[config.mk]
export PLATFORM = sky130hd
export DESIGN_NAME = ps2_cmd_interpreter
export DESIGN_NICKNAME = d
export VERILOG_FILES = /design/src/rtl/ps2_cmd_pkg.sv /design/src/rtl/ps2_dec_accum.sv /design/src/rtl/ps2_cmd_interpreter.sv
export SDC_FILE = /design/constraint.sdc
export NUM_CORES = 1
export LEC_CHECK = 0
export ABC_AREA = 1
export ABC_CLOCK_PERIOD_IN_PS = 3100
export BUFFER_PORTS_ARGS = -buffer_cell sky130_fd_sc_hd__buf_4
export CAP_MARGIN = 10
export CELL_PAD_IN_SITES_DETAIL_PLACEMENT = 1
export CELL_PAD_IN_SITES_GLOBAL_PLACEMENT = 2
export CORE_MARGIN = 3
export CORE_UTILIZATION = 34
export CTS_BUF_LIST = sky130_fd_sc_hd__clkbuf_8
export DETAILED_ROUTE_END_ITERATION = 7
export GPL_ROUTABILITY_DRIVEN = 0
export PLACE_DENSITY = 0.87
export RECOVER_POWER = 50
export SYNTH_ARGS = -nofsm -noshare
export SYNTH_HDL_FRONTEND = slang
export SYNTH_SLANG_ARGS = --single-unit
[constraint.sdc]
create_clock -name clock -period 3.1 [get_ports clock]
set_input_delay 0.155 -clock clock [delete_from_list [all_inputs] [get_ports clock]]
set_output_delay 0.155 -clock clock [all_outputs]
set_load 0.005 [all_outputs]
[src/rtl/ps2_cmd_pkg.sv]
// Shared constants and types for the PS/2 command-line interpreter.
package ps2_cmd_pkg;

    localparam logic [7:0] ASC_SPACE = 8'h20;
    localparam logic [7:0] ASC_NUL   = 8'h00;
    localparam logic [7:0] ASC_0     = 8'h30;
    localparam logic [7:0] ASC_9     = 8'h39;
    localparam logic [7:0] ASC_S     = "S";
    localparam logic [7:0] ASC_E     = "E";
    localparam logic [7:0] ASC_T     = "T";
    localparam logic [7:0] ASC_F     = "F";
    localparam logic [7:0] ASC_I     = "I";
    localparam logic [7:0] ASC_R     = "R";

    typedef enum logic [2:0] {
        IDLE,
        DECODE,
        CONVERT,
        COMMIT,
        ERROR
    } state_t;

    // Defaults for the two-channel build: channel 0 = 'A' (70), channel 1 = 'V' (60).
    localparam logic [15:0] DEF_CH_LETTERS = {"V", "A"};
    localparam logic [63:0] DEF_RESET_VALS = {32'd60, 32'd70};

endpackage

[src/rtl/ps2_dec_accum.sv]
// One decimal-accumulation step: classifies a character and computes acc*10 + digit.
module ps2_dec_accum
    import ps2_cmd_pkg::*;
#(
    parameter int unsigned VAL_WIDTH = 32,
    parameter int unsigned MAX_VAL   = 99999
) (
    input  logic [VAL_WIDTH+3:0] acc,
    input  logic [7:0]           chr,
    output logic [VAL_WIDTH+3:0] next_acc,
    output logic                 is_digit,
    output logic                 is_term,
    output logic                 ovf
);

    localparam int unsigned AW = VAL_WIDTH + 4;
    localparam logic [AW-1:0] MAX_ACC = AW'(MAX_VAL);

    // Classify the character and form the shifted-add multiply by ten.
    always_comb begin
        is_digit = (chr >= ASC_0) && (chr <= ASC_9);
        is_term  = (chr == ASC_SPACE) || (chr == ASC_NUL);
        next_acc = (acc << 3) + (acc << 1) + AW'(chr[3:0]);
        ovf      = next_acc > MAX_ACC;
    end

endmodule

[src/rtl/ps2_cmd_interpreter.sv]
// Parses "SET <letter> <digits>" and "FIRE" lines into per-channel value registers.
module ps2_cmd_interpreter
    import ps2_cmd_pkg::*;
#(
    parameter int unsigned LINE_CHARS = 32,
    parameter int unsigned NUM_CH     = 2,
    parameter logic [8*NUM_CH-1:0] CH_LETTERS = DEF_CH_LETTERS,
    parameter int unsigned VAL_WIDTH  = 32,
    parameter int unsigned MAX_DIGITS = 5,
    parameter int unsigned MAX_VAL    = 99999,
    parameter logic [NUM_CH*VAL_WIDTH-1:0] RESET_VALS = DEF_RESET_VALS
) (
    input  logic                          clock,
    input  logic                          reset_n,
    input  logic [8*LINE_CHARS-1:0]       line_in,
    input  logic                          line_valid,
    output logic                          busy,
    output logic [NUM_CH*VAL_WIDTH-1:0]   values,
    output logic [NUM_CH-1:0]             upd,
    output logic                          fire,
    output logic                          err,
    output logic                          overrun
);

    localparam int unsigned LW    = 8 * LINE_CHARS;
    localparam int unsigned AW    = VAL_WIDTH + 4;
    localparam int unsigned CH_W  = (NUM_CH > 1) ? $clog2(NUM_CH) : 1;
    localparam int unsigned DIG_W = $clog2(MAX_DIGITS + 1) + 1;
    localparam logic [DIG_W-1:0] MAX_DIG = DIG_W'(MAX_DIGITS);

    state_t            state, state_nxt;
    logic [LW-1:0]     line_buf;
    logic [AW-1:0]     acc;
    logic [AW-1:0]     next_acc;
    logic [DIG_W-1:0]  dig_cnt;
    logic [CH_W-1:0]   ch_sel;
    logic [CH_W-1:0]   dec_ch;
    logic              dec_hit;
    logic              do_fire;
    logic              do_commit;
    logic              is_digit, is_term, ovf;
    logic [7:0]        c0, c1, c2, c3, c4, c5, cur;

    // The buffer is shifted left as characters are consumed, so the current
    // character is always the top byte and end-of-line reads as NUL.
    always_comb begin
        c0  = line_buf[LW-1  -: 8];
        c1  = line_buf[LW-9  -: 8];
        c2  = line_buf[LW-17 -: 8];
        c3  = line_buf[LW-25 -: 8];
        c4  = line_buf[LW-33 -: 8];
        c5  = line_buf[LW-41 -: 8];
        cur = c0;
    end

    ps2_dec_accum #(
        .VAL_WIDTH (VAL_WIDTH),
        .MAX_VAL   (MAX_VAL)
    ) u_accum (
        .acc      (acc),
        .chr      (cur),
        .next_acc (next_acc),
        .is_digit (is_digit),
        .is_term  (is_term),
        .ovf      (ovf)
    );

    // State register.
    always_ff @(posedge clock or negedge reset_n) begin
        if (!reset_n) state <= IDLE;
        else          state <= state_nxt;
    end

    // Next-state logic, channel-letter match and command decode.
    always_comb begin
        state_nxt = state;
        do_fire   = 1'b0;
        do_commit = 1'b0;
        dec_hit   = 1'b0;
        dec_ch    = '0;
        for (int unsigned i = 0; i < NUM_CH; i++) begin
            if (!dec_hit && c4 == CH_LETTERS[8*i +: 8]) begin
                dec_hit = 1'b1;
                dec_ch  = CH_W'(i);
            end
        end
        case (state)
            IDLE: if (line_valid) state_nxt = DECODE;
            DECODE: begin
                if ({c0, c1, c2, c3} == {ASC_F, ASC_I, ASC_R, ASC_E} &&
                    (c4 == ASC_SPACE || c4 == ASC_NUL)) begin
                    do_fire   = 1'b1;
                    state_nxt = IDLE;
                end else if ({c0, c1, c2, c3} == {ASC_S, ASC_E, ASC_T, ASC_SPACE} &&
                             c5 == ASC_SPACE && dec_hit) begin
                    state_nxt = CONVERT;
                end else begin
                    state_nxt = ERROR;
                end
            end
            CONVERT: begin
                if (is_term) begin
                    if (dig_cnt == '0) begin
                        state_nxt = ERROR;
                    end else begin
                        do_commit = 1'b1;
                        state_nxt = COMMIT;
                    end
                end else if (!is_digit || dig_cnt == MAX_DIG || ovf) begin
                    state_nxt = ERROR;
                end
            end
            COMMIT:  state_nxt = IDLE;
            ERROR:   state_nxt = IDLE;
            default: state_nxt = IDLE;
        endcase
    end

    // Line capture, digit accumulation, value registers and registered pulses.
    // The value register is loaded on the edge that enters COMMIT so the new
    // value and its upd pulse are visible in the same cycle.
    always_ff @(posedge clock or negedge reset_n) begin
        if (!reset_n) begin
            line_buf <= '0;
            acc      <= '0;
            dig_cnt  <= '0;
            ch_sel   <= '0;
            values   <= RESET_VALS;
            fire     <= 1'b0;
            overrun  <= 1'b0;
        end else begin
            fire    <= do_fire;
            overrun <= line_valid && (state != IDLE);
            case (state)
                IDLE: if (line_valid) line_buf <= line_in;
                DECODE: begin
                    line_buf <= line_buf << 48;
                    acc      <= '0;
                    dig_cnt  <= '0;
                    ch_sel   <= dec_ch;
                end
                CONVERT: begin
                    line_buf <= line_buf << 8;
                    if (is_digit) begin
                        acc     <= next_acc;
                        dig_cnt <= dig_cnt + 1'b1;
                    end
                end
                default: ;
            endcase
            if (do_commit) begin
                for (int unsigned i = 0; i < NUM_CH; i++) begin
                    if (ch_sel == CH_W'(i)) values[VAL_WIDTH*i +: VAL_WIDTH] <= acc[VAL_WIDTH-1:0];
                end
            end
        end
    end

    // State-decoded status and pulse outputs.
    always_comb begin
        busy = (state != IDLE);
        err  = (state == ERROR);
        upd  = '0;
        for (int unsigned i = 0; i < NUM_CH; i++) begin
            if (state == COMMIT && ch_sel == CH_W'(i)) upd[i] = 1'b1;
        end
    end

endmodule

* Word-level counts from Yosys, hierarchy flattened
Cells that the tools add are included.
** Word-level totals
- Flip-flop bits (word level) :: 365
- Input bits :: 259
- Output and inout port bits :: 70
- Logic and storage cells :: 80
** Cells by class
- Add/sub/neg operators :: 3
- $lt $le $gt $ge :: 3
- Equal/unequal tests :: 15
- Mux-type cells :: 23
- Bitwise gates (word level) :: 1
- Reduce and logical (&&, ||, !) cells :: 26
** Operator list (count)
- $pmux W256 S3 :: 1
- $mux W256 :: 1
- $pmux W35 S2 :: 1
- $eq A32 B31 Y1 const B :: 2
- $add A36 B36 Y36 :: 1
- $add A36 B4 Y36 :: 1
- $gt A36 B17 Y1 const B :: 1
- $mux W35 :: 1
- $eq A8 B6 Y1 const B :: 3
- $mux W3 :: 6
- $eq A8 B7 Y1 const B :: 2
- $logic_not A8 Y1 :: 2
- $mux W1 :: 10
- $reduce_and A2 Y1 :: 5
- $pmux W3 S3 :: 1
- $ge A8 B6 Y1 const B :: 1
- $le A8 B6 Y1 const B :: 1
- $logic_and A1 B1 Y1 :: 8
- $pmux W4 S2 :: 1
- $eq A3 B2 Y1 const B :: 2
- $reduce_bool A3 Y1 :: 2
- $add A4 B1 Y4 const B :: 1
- $eq A4 B3 Y1 const B :: 1
- $logic_not A4 Y1 :: 1
- other kinds (10) :: 15

* Longest topological paths before layout
Gate-level depths: netlist of run 1.
- Depth in word-level cells :: 9
- Mapped depth :: 22
- Mapped depth without buffers :: 21

* Modules after synthesis
A second synthesis of run 1 with hierarchy kept.
** Second synthesis, totals
- Cell total of the unflattened synthesis :: 2783
- Area total of the unflattened synthesis :: 21079.0 µm²
** Modules (own cells, without submodules)
- ps2_cmd_interpreter :: times used 1, cells each 2124, area an instance 17643.2 µm², sequential area each 9167.5 µm²
- ps2_dec_accum :: times used 1, cells each 659, area an instance 3435.8 µm², sequential area each 0.0 µm²

* Worst setup path before layout of run 1
OpenSTA, ideal clock, no wires.
- Kind :: register to register
- From :: register acc[0]
- To :: register state[2]
- Library setup time :: 122 ps
- Arrival :: 2557 ps
- Data required time :: 2978 ps
- Setup slack :: 421 ps
- Cell stages (with the launch flop) :: 19
- Path buffers :: 0
- Clock period less this slack :: 2679 ps
- Cells stage by stage :: dfrtp_1 inv_1 fa_1 fa_1 inv_1 nand3_1 nand2_1 nand2_1 nand2_1 nand2_1 nand2_1 xor2_1 nor2_1 nand2_1 nand3_1 nor2_1 nand3_1 nand2_1 nor2_1
** Between the ends
- Longest elaborated chain between the ends :: 6
** RTL lines
- start, declared :: RTL line ps2_cmd_interpreter.sv:33 : logic [AW-1:0] acc;
- start signal, assigned :: RTL line ps2_cmd_interpreter.sv:145 : acc <= next_acc;
- $add A36 B36 Y36 :: RTL line ps2_dec_accum.sv:23 : next_acc = (acc << 3) + (acc << 1) + AW'(chr[3:0]);
- $add A36 B4 Y36 :: RTL line ps2_dec_accum.sv:23
- $gt A36 B17 Y1 :: RTL line ps2_dec_accum.sv:24 : ovf = next_acc > MAX_ACC;
- $logic_or A1 B1 Y1 :: RTL line ps2_cmd_interpreter.sv:109 : end else if (!is_digit || dig_cnt == MAX_DIG || ovf) begin
- $ne A3 B3 Y1 (no line)
- $reduce_and A2 Y1 (no line)
- end signal, assigned :: RTL line ps2_cmd_interpreter.sv:71 : else state <= state_nxt;
- end, declared :: RTL line ps2_cmd_interpreter.sv:31 : state_t state, state_nxt;
Every way passes these cells.
A chain may end at the register's enable or synchronous reset.

* Final worst setup path of run 1
- From :: register line_buf[251]
- To :: register state[2]
** Between the ends
- Longest elaborated chain between the ends :: 7
- Elaborated cells on any way between the ends :: 22
- Those cells by class :: add/sub (1); order compare (3); eq/ne (4); mux (4); reduce/logical (10)
** RTL lines
- start, declared :: RTL line ps2_cmd_interpreter.sv:32 : logic [LW-1:0] line_buf;
- start signal, assigned :: RTL line ps2_cmd_interpreter.sv:135 : IDLE: if (line_valid) line_buf <= line_in;
- start signal, assigned :: RTL line ps2_cmd_interpreter.sv:137 : line_buf <= line_buf << 48;
- start signal, assigned :: RTL line ps2_cmd_interpreter.sv:143 : line_buf <= line_buf << 8;
- parallel branches: the longest is 7 deep, another holds $add A36 B4 Y36
Parallel ways; which one is timed is not known.

==> results of run 1 <==
-- flip-flops by register name (all words and copies together) (netlist names) --
signal,flops
acc,35
ch_sel,1
dig_cnt,4
fire,1
line_buf,256
overrun,1
state,3
values,64
-- worst min-delay path, delay by kind of cell --
family / cells / cell delay [ps]
buffers and inverters: 2 / 660
AOI/OAI and AO/OA: 1 / 70
and+or+nand+nor: 1 / 80
-- final cells by class --
cell class	count	share of cell area
inverters	225	0.03116
clock buffers	86	0.04304
well taps	765	0.03480
clock inverters	38	0.008598
diodes	5	0.0004549
multi-input cells	1730	0.3501
flip-flops and latches	365	0.3324
repair buffers	628	0.1994
-- per-stage QoR --
step,setup slack [ps],TNS [ps]
floorplan,421.1,0
detailed placement,-52.52,-96.42
global route,-18.93,-32.20
global placement,34.10,0
finish,161.6,0
CTS,11.15,0
-- timing repair --
item	4_1_cts	5_1_grt
hold buffers	258	0
pin swaps	0	10
endpoints found under the setup margin	3	4
gates resized for setup	2	53
setup buffers	0	6
endpoints found under the hold margin	345	0
-- cell families after synthesis --
logic type	count (synthesis)	share of synthesized area
AND/OR/NAND/NOR	984	0.2097
AO/OA/AOI/OAI	663	0.2079
buffers and inverters	406	0.07607
flip-flops	365	0.4560
adder cells (fa/ha/maj)	71	0.04506
XOR/XNOR	12	0.005242
-- where the power goes --
part / leakage (uW) / total [uW] / internal, uW / switching (uW)
Combinational: 0.00767 / 8480 / 3140 / 5340
Sequential: 0.00446 / 8780 / 6580 / 2200
Clock: 0.000826 / 4920 / 2690 / 2240
Total: 0.0130 / 22200 / 12400 / 9770
-- layout by cell type, fill, tap and decap left out, types with 6 or more instances in the layout --
cell type / instances
sky130_fd_sc_hd__nor2_1: 238
sky130_fd_sc_hd__nand3b_1: 9
sky130_fd_sc_hd__clkbuf_1: 6
sky130_fd_sc_hd__o22ai_1: 24
sky130_fd_sc_hd__ha_1: 56
sky130_fd_sc_hd__dfstp_2: 7
sky130_fd_sc_hd__a22oi_1: 52
sky130_fd_sc_hd__o21ai_0: 106
sky130_fd_sc_hd__a32oi_1: 25
sky130_fd_sc_hd__dfrtp_1: 358
sky130_fd_sc_hd__dlygate4sd3_1: 258
sky130_fd_sc_hd__inv_1: 242
sky130_fd_sc_hd__xor2_1: 8
sky130_fd_sc_hd__nor4_1: 10
sky130_fd_sc_hd__nand2_1: 373
sky130_fd_sc_hd__a221oi_1: 135
sky130_fd_sc_hd__buf_4: 322
sky130_fd_sc_hd__nand3_1: 290
sky130_fd_sc_hd__clkinv_2: 6
sky130_fd_sc_hd__a31oi_1: 51
sky130_fd_sc_hd__nor2_2: 7
sky130_fd_sc_hd__ha_2: 8
sky130_fd_sc_hd__clkbuf_8: 86
sky130_fd_sc_hd__nand4_1: 19
sky130_fd_sc_hd__nand2_2: 15
sky130_fd_sc_hd__clkbuf_4: 29
sky130_fd_sc_hd__nor3_1: 10
sky130_fd_sc_hd__buf_12: 12
sky130_fd_sc_hd__a21oi_1: 256
-- path summary, 6_finish.rpt --
| kind | startpoint | end | slack (ps) | cells after the start |
|---|---|---|---|---|
| worst max register to register | line_buf[251]$_DFFE_PN0P_ | state[2]$_DFFE_PN0P_ | 160 | 18 |
| worst min register to register | values[57]$_DFFE_PN0P_ | values[57]$_DFFE_PN0P_ | 490 | 2 |
| worst max-delay path | line_buf[251]$_DFFE_PN0P_ | state[2]$_DFFE_PN0P_ | 160 | 18 |
| min in group asynchronous | reset_n | fire$_DFF_PN0_ | 590 | 2 |
| max in group asynchronous | reset_n | line_buf[88]$_DFFE_PN0P_ | 470 | 3 |
| worst min-delay path | line_in[165] | line_buf[165]$_DFFE_PN0P_ | 340 | 4 |
-- layer usage --
metal	vias up	share of wire	GRT usage	wire, um
met1	10870	0.40	0.3493	36250
met5	-	0	0	0
met4	0	0.046	0.1247	4155
met3	222	0.052	0.03790	4697
li1	9797	-	-	-
met2	833	0.50	0.4899	44740
==> results_tabular.tex, run 1 <==
\begin{tabular}{lr}
\hline
Metric & Value \\
\hline
\multicolumn{2}{l}{\textbf{Outcome}} \\
Outcome & complete, but fails checks \\
Violated checks & max-capacitance violations, max-slew violations \\
\multicolumn{2}{l}{\textbf{Placed design}} \\
Post-detailed-placement cell area & 0.02329 mm2 \\
Port Buffers & 328 \\
Post-DP HPWL & 61120 um \\
Number of placed instances with taps included & 3449 \\
\multicolumn{2}{l}{\textbf{Drt}} \\
Routed wire per std cell & 23.38 um \\
DRC viols & 0 \\
Iteration-0 DRC Markers & 1788 \\
Pre-antenna DRT Iters & 6 \\
Vias post-DR & 21730 \\
Post-route antenna net violation count & 0 \\
Overall routed net length & 89840 um \\
Average via count per standard cell & 5.655 \\
\multicolumn{2}{l}{\textbf{Setup path}} \\
Crit path cell chain & inv\_1 > fa\_1 > fa\_2 > inv\_2 > nand3\_2 > nand2\_4 > nand2\_1 > nand2\_2 > nand2\_1 > nand2\_1 > xor2\_1 > nor2\_1 > nand2\_1 > nand3\_1 > nor2\_1 > nand3\_1 > nand2\_1 > nor2\_1 \\
Class of the most critical setup path & flip-flop to flip-flop \\
Largest incremental delay on the critical path & 520 ps \\
Delay-heaviest family, CP & simple AND/OR/NAND/NOR gates \\
CP most frequent cell & sky130\_fd\_sc\_hd\_\_nand2\_1 \\
Largest fanout of any net on the critical path & 4 \\
Slowest cell on the critical path & sky130\_fd\_sc\_hd\_\_fa\_1 \\
Element type at the critical path start & flip-flop \\
Element type at the critical path end & flip-flop \\
Data arrival time of the critical path & 3450 ps \\
Req. time, crit path & 3610 ps \\
Crit path buffers/inverters & 2 \\
\multicolumn{2}{l}{\textbf{Yosys}} \\
Share of synthesized area occupied by flip-flops and latches & 0.4560 \\
Top post-synthesis cells by area & sky130\_fd\_sc\_hd\_\_dfrtp\_1 45\%, sky130\_fd\_sc\_hd\_\_nand3\_1 7.4\%, sky130\_fd\_sc\_hd\_\_nand2\_1 7.3\% \\
Gate Count Post-Synth & 2501 \\
Number of enable flip-flop cells after synthesis & 0 \\
Post-synth top area share & 0.4468 \\
Yosys warning total & 0 \\
Post-synthesis area per instance & 8.016 um2 \\
Library cell with the highest instance count after synthesis & sky130\_fd\_sc\_hd\_\_nand2\_1 \\
List of most frequent post-synthesis cells & 392 x sky130\_fd\_sc\_hd\_\_nand2\_1, 358 x sky130\_fd\_sc\_hd\_\_dfrtp\_1, 295 x sky130\_fd\_sc\_hd\_\_nand3\_1, 258 x sky130\_fd\_sc\_hd\_\_a21oi\_1, 245 x sky130\_fd\_sc\_hd\_\_nor2\_1 \\
Flip-flop and latch count after synthesis & 365 \\
Number of distinct library cell variants in the gate-level netlist after synthesis & 35 \\
Most used flip-flop cell after synthesis & sky130\_fd\_sc\_hd\_\_dfrtp\_1 \\
Post-Synthesis Net Count & 2831 \\
Share of synthesized registers carrying an async set or reset & 1.000 \\
Post-synthesis instance area & 0.02005 mm2 \\
Library cell with the largest summed area after synthesis & sky130\_fd\_sc\_hd\_\_dfrtp\_1 \\
\multicolumn{2}{l}{\textbf{Clock network}} \\
Buffer levels on the longest clock path & 3 \\
CTS Root Cell & sky130\_fd\_sc\_hd\_\_clkbuf\_8 \\
H-tree levels & 3 \\
Clock slew at reported path FFs & 60 ps \\
CTS Buf Count & 69 \\
Total number of clock tree sinks & 365 \\
Clock tree from TritonCTS & done \\
Clock network latency to the later pin of the worst-skew pair & 670 ps \\
\multicolumn{2}{l}{\textbf{Timing}} \\
Tmin final & 2938 ps \\
Fraction of the cycle the final worst path needs & 0.9479 \\
Actual transition at the worst max-transition pin & 1956 ps \\
Fmax & 0.3403 GHz \\
Final Skew & 45.05 ps \\
Hold violation count in the final report & 0 \\
Worst hold-check slack & 340.5 ps \\
Final-report setup violation count & 0 \\
Slew HR & -0.3042 \\
Max Slew Vio Count & 68 \\
\multicolumn{2}{l}{\textbf{Global routing}} \\
Wire length of the first global-routing pass & 136900 um \\
Initial antenna violation count & 4 \\
Via count of the first global-routing pass & 23130 \\
Global Route Usage Sum & 0.2819 \\
Pin count of the biggest net entering global routing & 195 \\
Gr ovfl total & 0 \\
\multicolumn{2}{l}{\textbf{Layout}} \\
Layout fillers & 6846 \\
Synth-to-layout area growth & 37.18\% \\
Fraction of layout cells with a size suffix above 1 & 0.1732 \\
Final core utilization & 0.4740 \\
Nets & 3349 \\
Summed area of non-filler cells in the final layout & 0.02750 mm2 \\
Final cell count without fillers & 3842 \\
Sequential cell area & 0.009143 mm2 \\
Total area of multi-input combinational cells & 0.009629 mm2 \\
\multicolumn{2}{l}{\textbf{Die}} \\
Number of placed I/O pins & 329 \\
Total die area & 0.06192 mm2 \\
Overall die height & 248.8 um \\
Core footprint & 0.05803 mm2 \\
Total number of placement rows & 88 \\
Initial Utilization & 0.3455 \\
Width of the die & 248.8 um \\
\multicolumn{2}{l}{\textbf{Power}} \\
Static leakage & 0.01295 uW \\
Post-layout total power & 22180 uW \\
PD cells & 806.4 mW/mm2 \\
Worst-case vdd ir drop & 668.8 uV \\
\multicolumn{2}{l}{\textbf{Min path}} \\
Kind of path behind the tightest hold check & primary input to flip-flop \\
\multicolumn{2}{l}{\textbf{Flow run}} \\
Max-Cap Viols & 1 \\
\hline
\end{tabular}
No activity file was read; power rests on OpenSTA's default activity.
==> inputs of run 2 (changes only) <==
--- a/config.mk
+++ b/config.mk
@@ -6,18 +6,19 @@
 export NUM_CORES = 1
 export LEC_CHECK = 0
 export ABC_AREA = 1
-export ABC_CLOCK_PERIOD_IN_PS = 3100
+export ABC_CLOCK_PERIOD_IN_PS = 2580
 export BUFFER_PORTS_ARGS = -buffer_cell sky130_fd_sc_hd__buf_4
 export CAP_MARGIN = 10
 export CELL_PAD_IN_SITES_DETAIL_PLACEMENT = 1
 export CELL_PAD_IN_SITES_GLOBAL_PLACEMENT = 2
 export CORE_MARGIN = 3
-export CORE_UTILIZATION = 34
+export CORE_UTILIZATION = 31
 export CTS_BUF_LIST = sky130_fd_sc_hd__clkbuf_8
 export DETAILED_ROUTE_END_ITERATION = 7
 export GPL_ROUTABILITY_DRIVEN = 0
-export PLACE_DENSITY = 0.87
+export PLACE_DENSITY = 0.83
 export RECOVER_POWER = 50
+export REMOVE_ABC_BUFFERS = 1
 export SYNTH_ARGS = -nofsm -noshare
 export SYNTH_HDL_FRONTEND = slang
 export SYNTH_SLANG_ARGS = --single-unit
==> constraint.sdc (replaced) <==
create_clock -name clock -period 2.58 [get_ports clock]
set_input_delay 0.129 -clock clock [delete_from_list [all_inputs] [get_ports clock]]
set_output_delay 0.129 -clock clock [all_outputs]
set_load 0.005 [all_outputs]
==> results_tabular.tex, run 2 (synthesis gave the netlist of run 1 again) <==
\begin{tabular}{lr}
\hline
Metric & Value \\
\hline
\multicolumn{2}{l}{\textbf{Drt}} \\
Pre-antenna DRT Iters & 6 \\
Vias post-DR & 21740 \\
Overall routed net length & 82240 um \\
DRC viols & 0 \\
Iteration-0 DRC Markers & 1419 \\
Routed wire per std cell & 20.27 um \\
Post-route antenna net violation count & 0 \\
Average via count per standard cell & 5.357 \\
\multicolumn{2}{l}{\textbf{Layout}} \\
Most flops, register & line\_buf \\
Nets & 3472 \\
Top library cells by usage in the layout, fill and taps aside & 434 x sky130\_fd\_sc\_hd\_\_buf\_4, 356 x sky130\_fd\_sc\_hd\_\_dfrtp\_1, 349 x sky130\_fd\_sc\_hd\_\_nand2\_1 \\
Synth-to-layout area growth & 45.01\% \\
Final cell count without fillers & 4057 \\
Sequential cell area & 0.009145 mm2 \\
Registers with the most flip-flops & line\_buf: 256 flops, values: 64 flops, acc: 35 flops \\
Total area of multi-input combinational cells & 0.01004 mm2 \\
Flip-flop count of the largest register, all copies and words added & 256 \\
Fraction of layout cells with a size suffix above 1 & 0.2291 \\
Commonest non-fill, non-tap cell in the layout & sky130\_fd\_sc\_hd\_\_buf\_4 \\
Layout fillers & 7502 \\
\multicolumn{2}{l}{\textbf{Timing}} \\
Worst hold-check slack & 308.1 ps \\
Fraction of the cycle the final worst path needs & 1.103 \\
Slew HR & -0.1893 \\
Setup repair after global routing missed its margin & true \\
Hold violation count in the final report & 0 \\
Worst Slack Setup Final & -264.6 ps \\
Fmax & 0.3515 GHz \\
Tmin final & 2845 ps \\
Max Slew Vio Count & 62 \\
Final Skew & 26.14 ps \\
Actual transition at the worst max-transition pin & 1784 ps \\
Final-report setup violation count & 7 \\
\multicolumn{2}{l}{\textbf{Setup path}} \\
Worst-case reg-to-reg path depth & 18 \\
Req. time, crit path & 3110 ps \\
Largest fanout of any net on the critical path & 4 \\
RR Endpoint & state[2]\$\_DFFE\_PN0P\_ \\
Start of the worst register-to-register path & acc[0]\$\_DFFE\_PN0P\_ \\
Slack of the worst reg-to-reg path & -260 ps \\
Element type at the critical path end & flip-flop \\
Element type at the critical path start & flip-flop \\
Class of the most critical setup path & flip-flop to flip-flop \\
Data arrival time of the critical path & 3370 ps \\
\multicolumn{2}{l}{\textbf{Power}} \\
Switching portion of total power & 0.4170 \\
Share of power burned in combinational logic & 0.389 \\
PD cells & 893.2 mW/mm2 \\
Fraction of power consumed by sequential logic & 0.381 \\
Worst-case vdd ir drop & 507.6 uV \\
Internal cell power & 15140 uW \\
Switching power summed over all nets & 10830 uW \\
Clk pwr share & 0.230 \\
Post-layout total power & 25970 uW \\
Static leakage & 0.01359 uW \\
\multicolumn{2}{l}{\textbf{Clock network}} \\
H-tree levels & 3 \\
Total number of clock tree sinks & 365 \\
CTS Root Cell & sky130\_fd\_sc\_hd\_\_clkbuf\_8 \\
Buffer levels on the longest clock path & 3 \\
Clock slew at reported path FFs & 60 ps \\
Clock tree from TritonCTS & done \\
Clock network latency to the later pin of the worst-skew pair & 650 ps \\
CTS Buf Count & 70 \\
\multicolumn{2}{l}{\textbf{Placed design}} \\
Number of placed instances with taps included & 3645 \\
Port Buffers & 328 \\
Post-DP HPWL & 53080 um \\
\multicolumn{2}{l}{\textbf{Die}} \\
Width of the die & 260.3 um \\
Total die area & 0.06776 mm2 \\
Core footprint & 0.06354 mm2 \\
Number of placed I/O pins & 329 \\
Initial Utilization & 0.3155 \\
Total number of placement rows & 92 \\
Overall die height & 260.3 um \\
\multicolumn{2}{l}{\textbf{Global routing}} \\
Met1 layer usage reported by global route & 0.2940 \\
Pin count of the biggest net entering global routing & 116 \\
Initial antenna violation count & 24 \\
Global Route Usage Sum & 0.2389 \\
Gr ovfl total & 0 \\
Via count of the first global-routing pass & 23510 \\
Wire length of the first global-routing pass & 129600 um \\
Top Usage Layer GRT & met2 \\
Fraction of met2 tracks used by global routing & 0.4193 \\
Met3 Use GR & 0.04250 \\
\multicolumn{2}{l}{\textbf{Min path}} \\
Kind of path behind the tightest hold check & primary input to flip-flop \\
HP Start & line\_in[32] \\
Worst Hold Depth & 4 \\
Worst Hold Path EP & line\_buf[32]\$\_DFFE\_PN0P\_ \\
\multicolumn{2}{l}{\textbf{Flow run}} \\
Max-Cap Viols & 1 \\
\multicolumn{2}{l}{\textbf{Outcome}} \\
Outcome & complete, but fails checks \\
Violated checks & max-capacitance violations, max-slew violations, negative setup slack \\
\hline
\end{tabular}
[run 2: cell types whose count changed in the layout (fill, tap and decap cells not counted), sizes merged, moves of 3 or more]
cell | previous run | this run
clkinv | 6 | 9
inv | 254 | 248
buf | 334 | 454
diode | 5 | 16
clkbuf | 122 | 128
[run 2: routing by layer]
metal	vias up	wire length, um
met2	579	41700
met3	169	3994
met5	-	104
li1	10090	-
met4	18	2356
met1	10880	34080
[run 2: cell type report]
cell class | count | area share
antenna | 16 | 0.001377
clock buffer | 90 | 0.04261
clock inverter | 35 | 0.007015
timing repair buffer | 750 | 0.2229
tap | 846 | 0.03641
sequential | 365 | 0.3146
inverter | 225 | 0.02965
multi-input combinational | 1730 | 0.3455
[run 2: what timing repair did]
item,CTS,global route
endpoints found under the hold margin,617,0
pin swaps,27,27
resized for setup,77,62
buffers inserted,8,6
setup endpoints to repair,21,15
hold buffers,258,0
[run 2: power by group through the flow]
stage	clock network, uW	logic [uW]	registers [uW]
floorplan	0	3900	8120
global placement	0	9200	9820
detailed placement	0	9540	9900
CTS	6160	9920	9830
global route	6430	11300	10100
finish	5970	10100	9890
[run 2: worst max path at each step]
stage                         startpoint                        end  cells after the start
2_1_floorplan       state[0]$_DFFE_PN0P_  line_buf[100]$_DFFE_PN0P_                      5
3_3_place_gp   line_buf[251]$_DFFE_PN0P_       state[2]$_DFFE_PN0P_                     19
3_5_place_dp   line_buf[251]$_DFFE_PN0P_       state[2]$_DFFE_PN0P_                     19
4_1_cts               acc[2]$_DFFE_PN0P_       state[2]$_DFFE_PN0P_                     19
5_1_grt        line_buf[251]$_DFFE_PN0P_       state[2]$_DFFE_PN0P_                     19
6_report              acc[0]$_DFFE_PN0P_       state[2]$_DFFE_PN0P_                     18
[run 2: critical path, stage by stage, from the launching register on]
cell                      delay (ps)
sky130_fd_sc_hd__dfrtp_1         390
sky130_fd_sc_hd__inv_2            90
sky130_fd_sc_hd__fa_2            470
sky130_fd_sc_hd__fa_2            390
sky130_fd_sc_hd__inv_2           100
sky130_fd_sc_hd__nand3_4          70
sky130_fd_sc_hd__nand2_4         100
sky130_fd_sc_hd__nand2_2          60
sky130_fd_sc_hd__nand2_2          90
sky130_fd_sc_hd__nand2_2          70
sky130_fd_sc_hd__nand2_2          90
sky130_fd_sc_hd__nand2_2          70
sky130_fd_sc_hd__nand2_4         100
sky130_fd_sc_hd__xnor2_4         130
sky130_fd_sc_hd__nand3_2         110
sky130_fd_sc_hd__nor2_2          130
sky130_fd_sc_hd__nand3_2         130
sky130_fd_sc_hd__nand2_2         110
sky130_fd_sc_hd__nor2_2           40
[run 2: through the flow]
step	cell area, um2	setup slack [ps]	utilization	setup TNS (ps)
CTS	28770	-229.8	0.4528	-803.0
global placement	24360	-522.9	0.3834	-2414
floorplan	19370	-19320	-	-4398580
finish	29070	-264.6	0.4575	-1134
global route	29060	-436.3	0.4573	-18500
detailed placement	24360	-637.8	0.3834	-4301
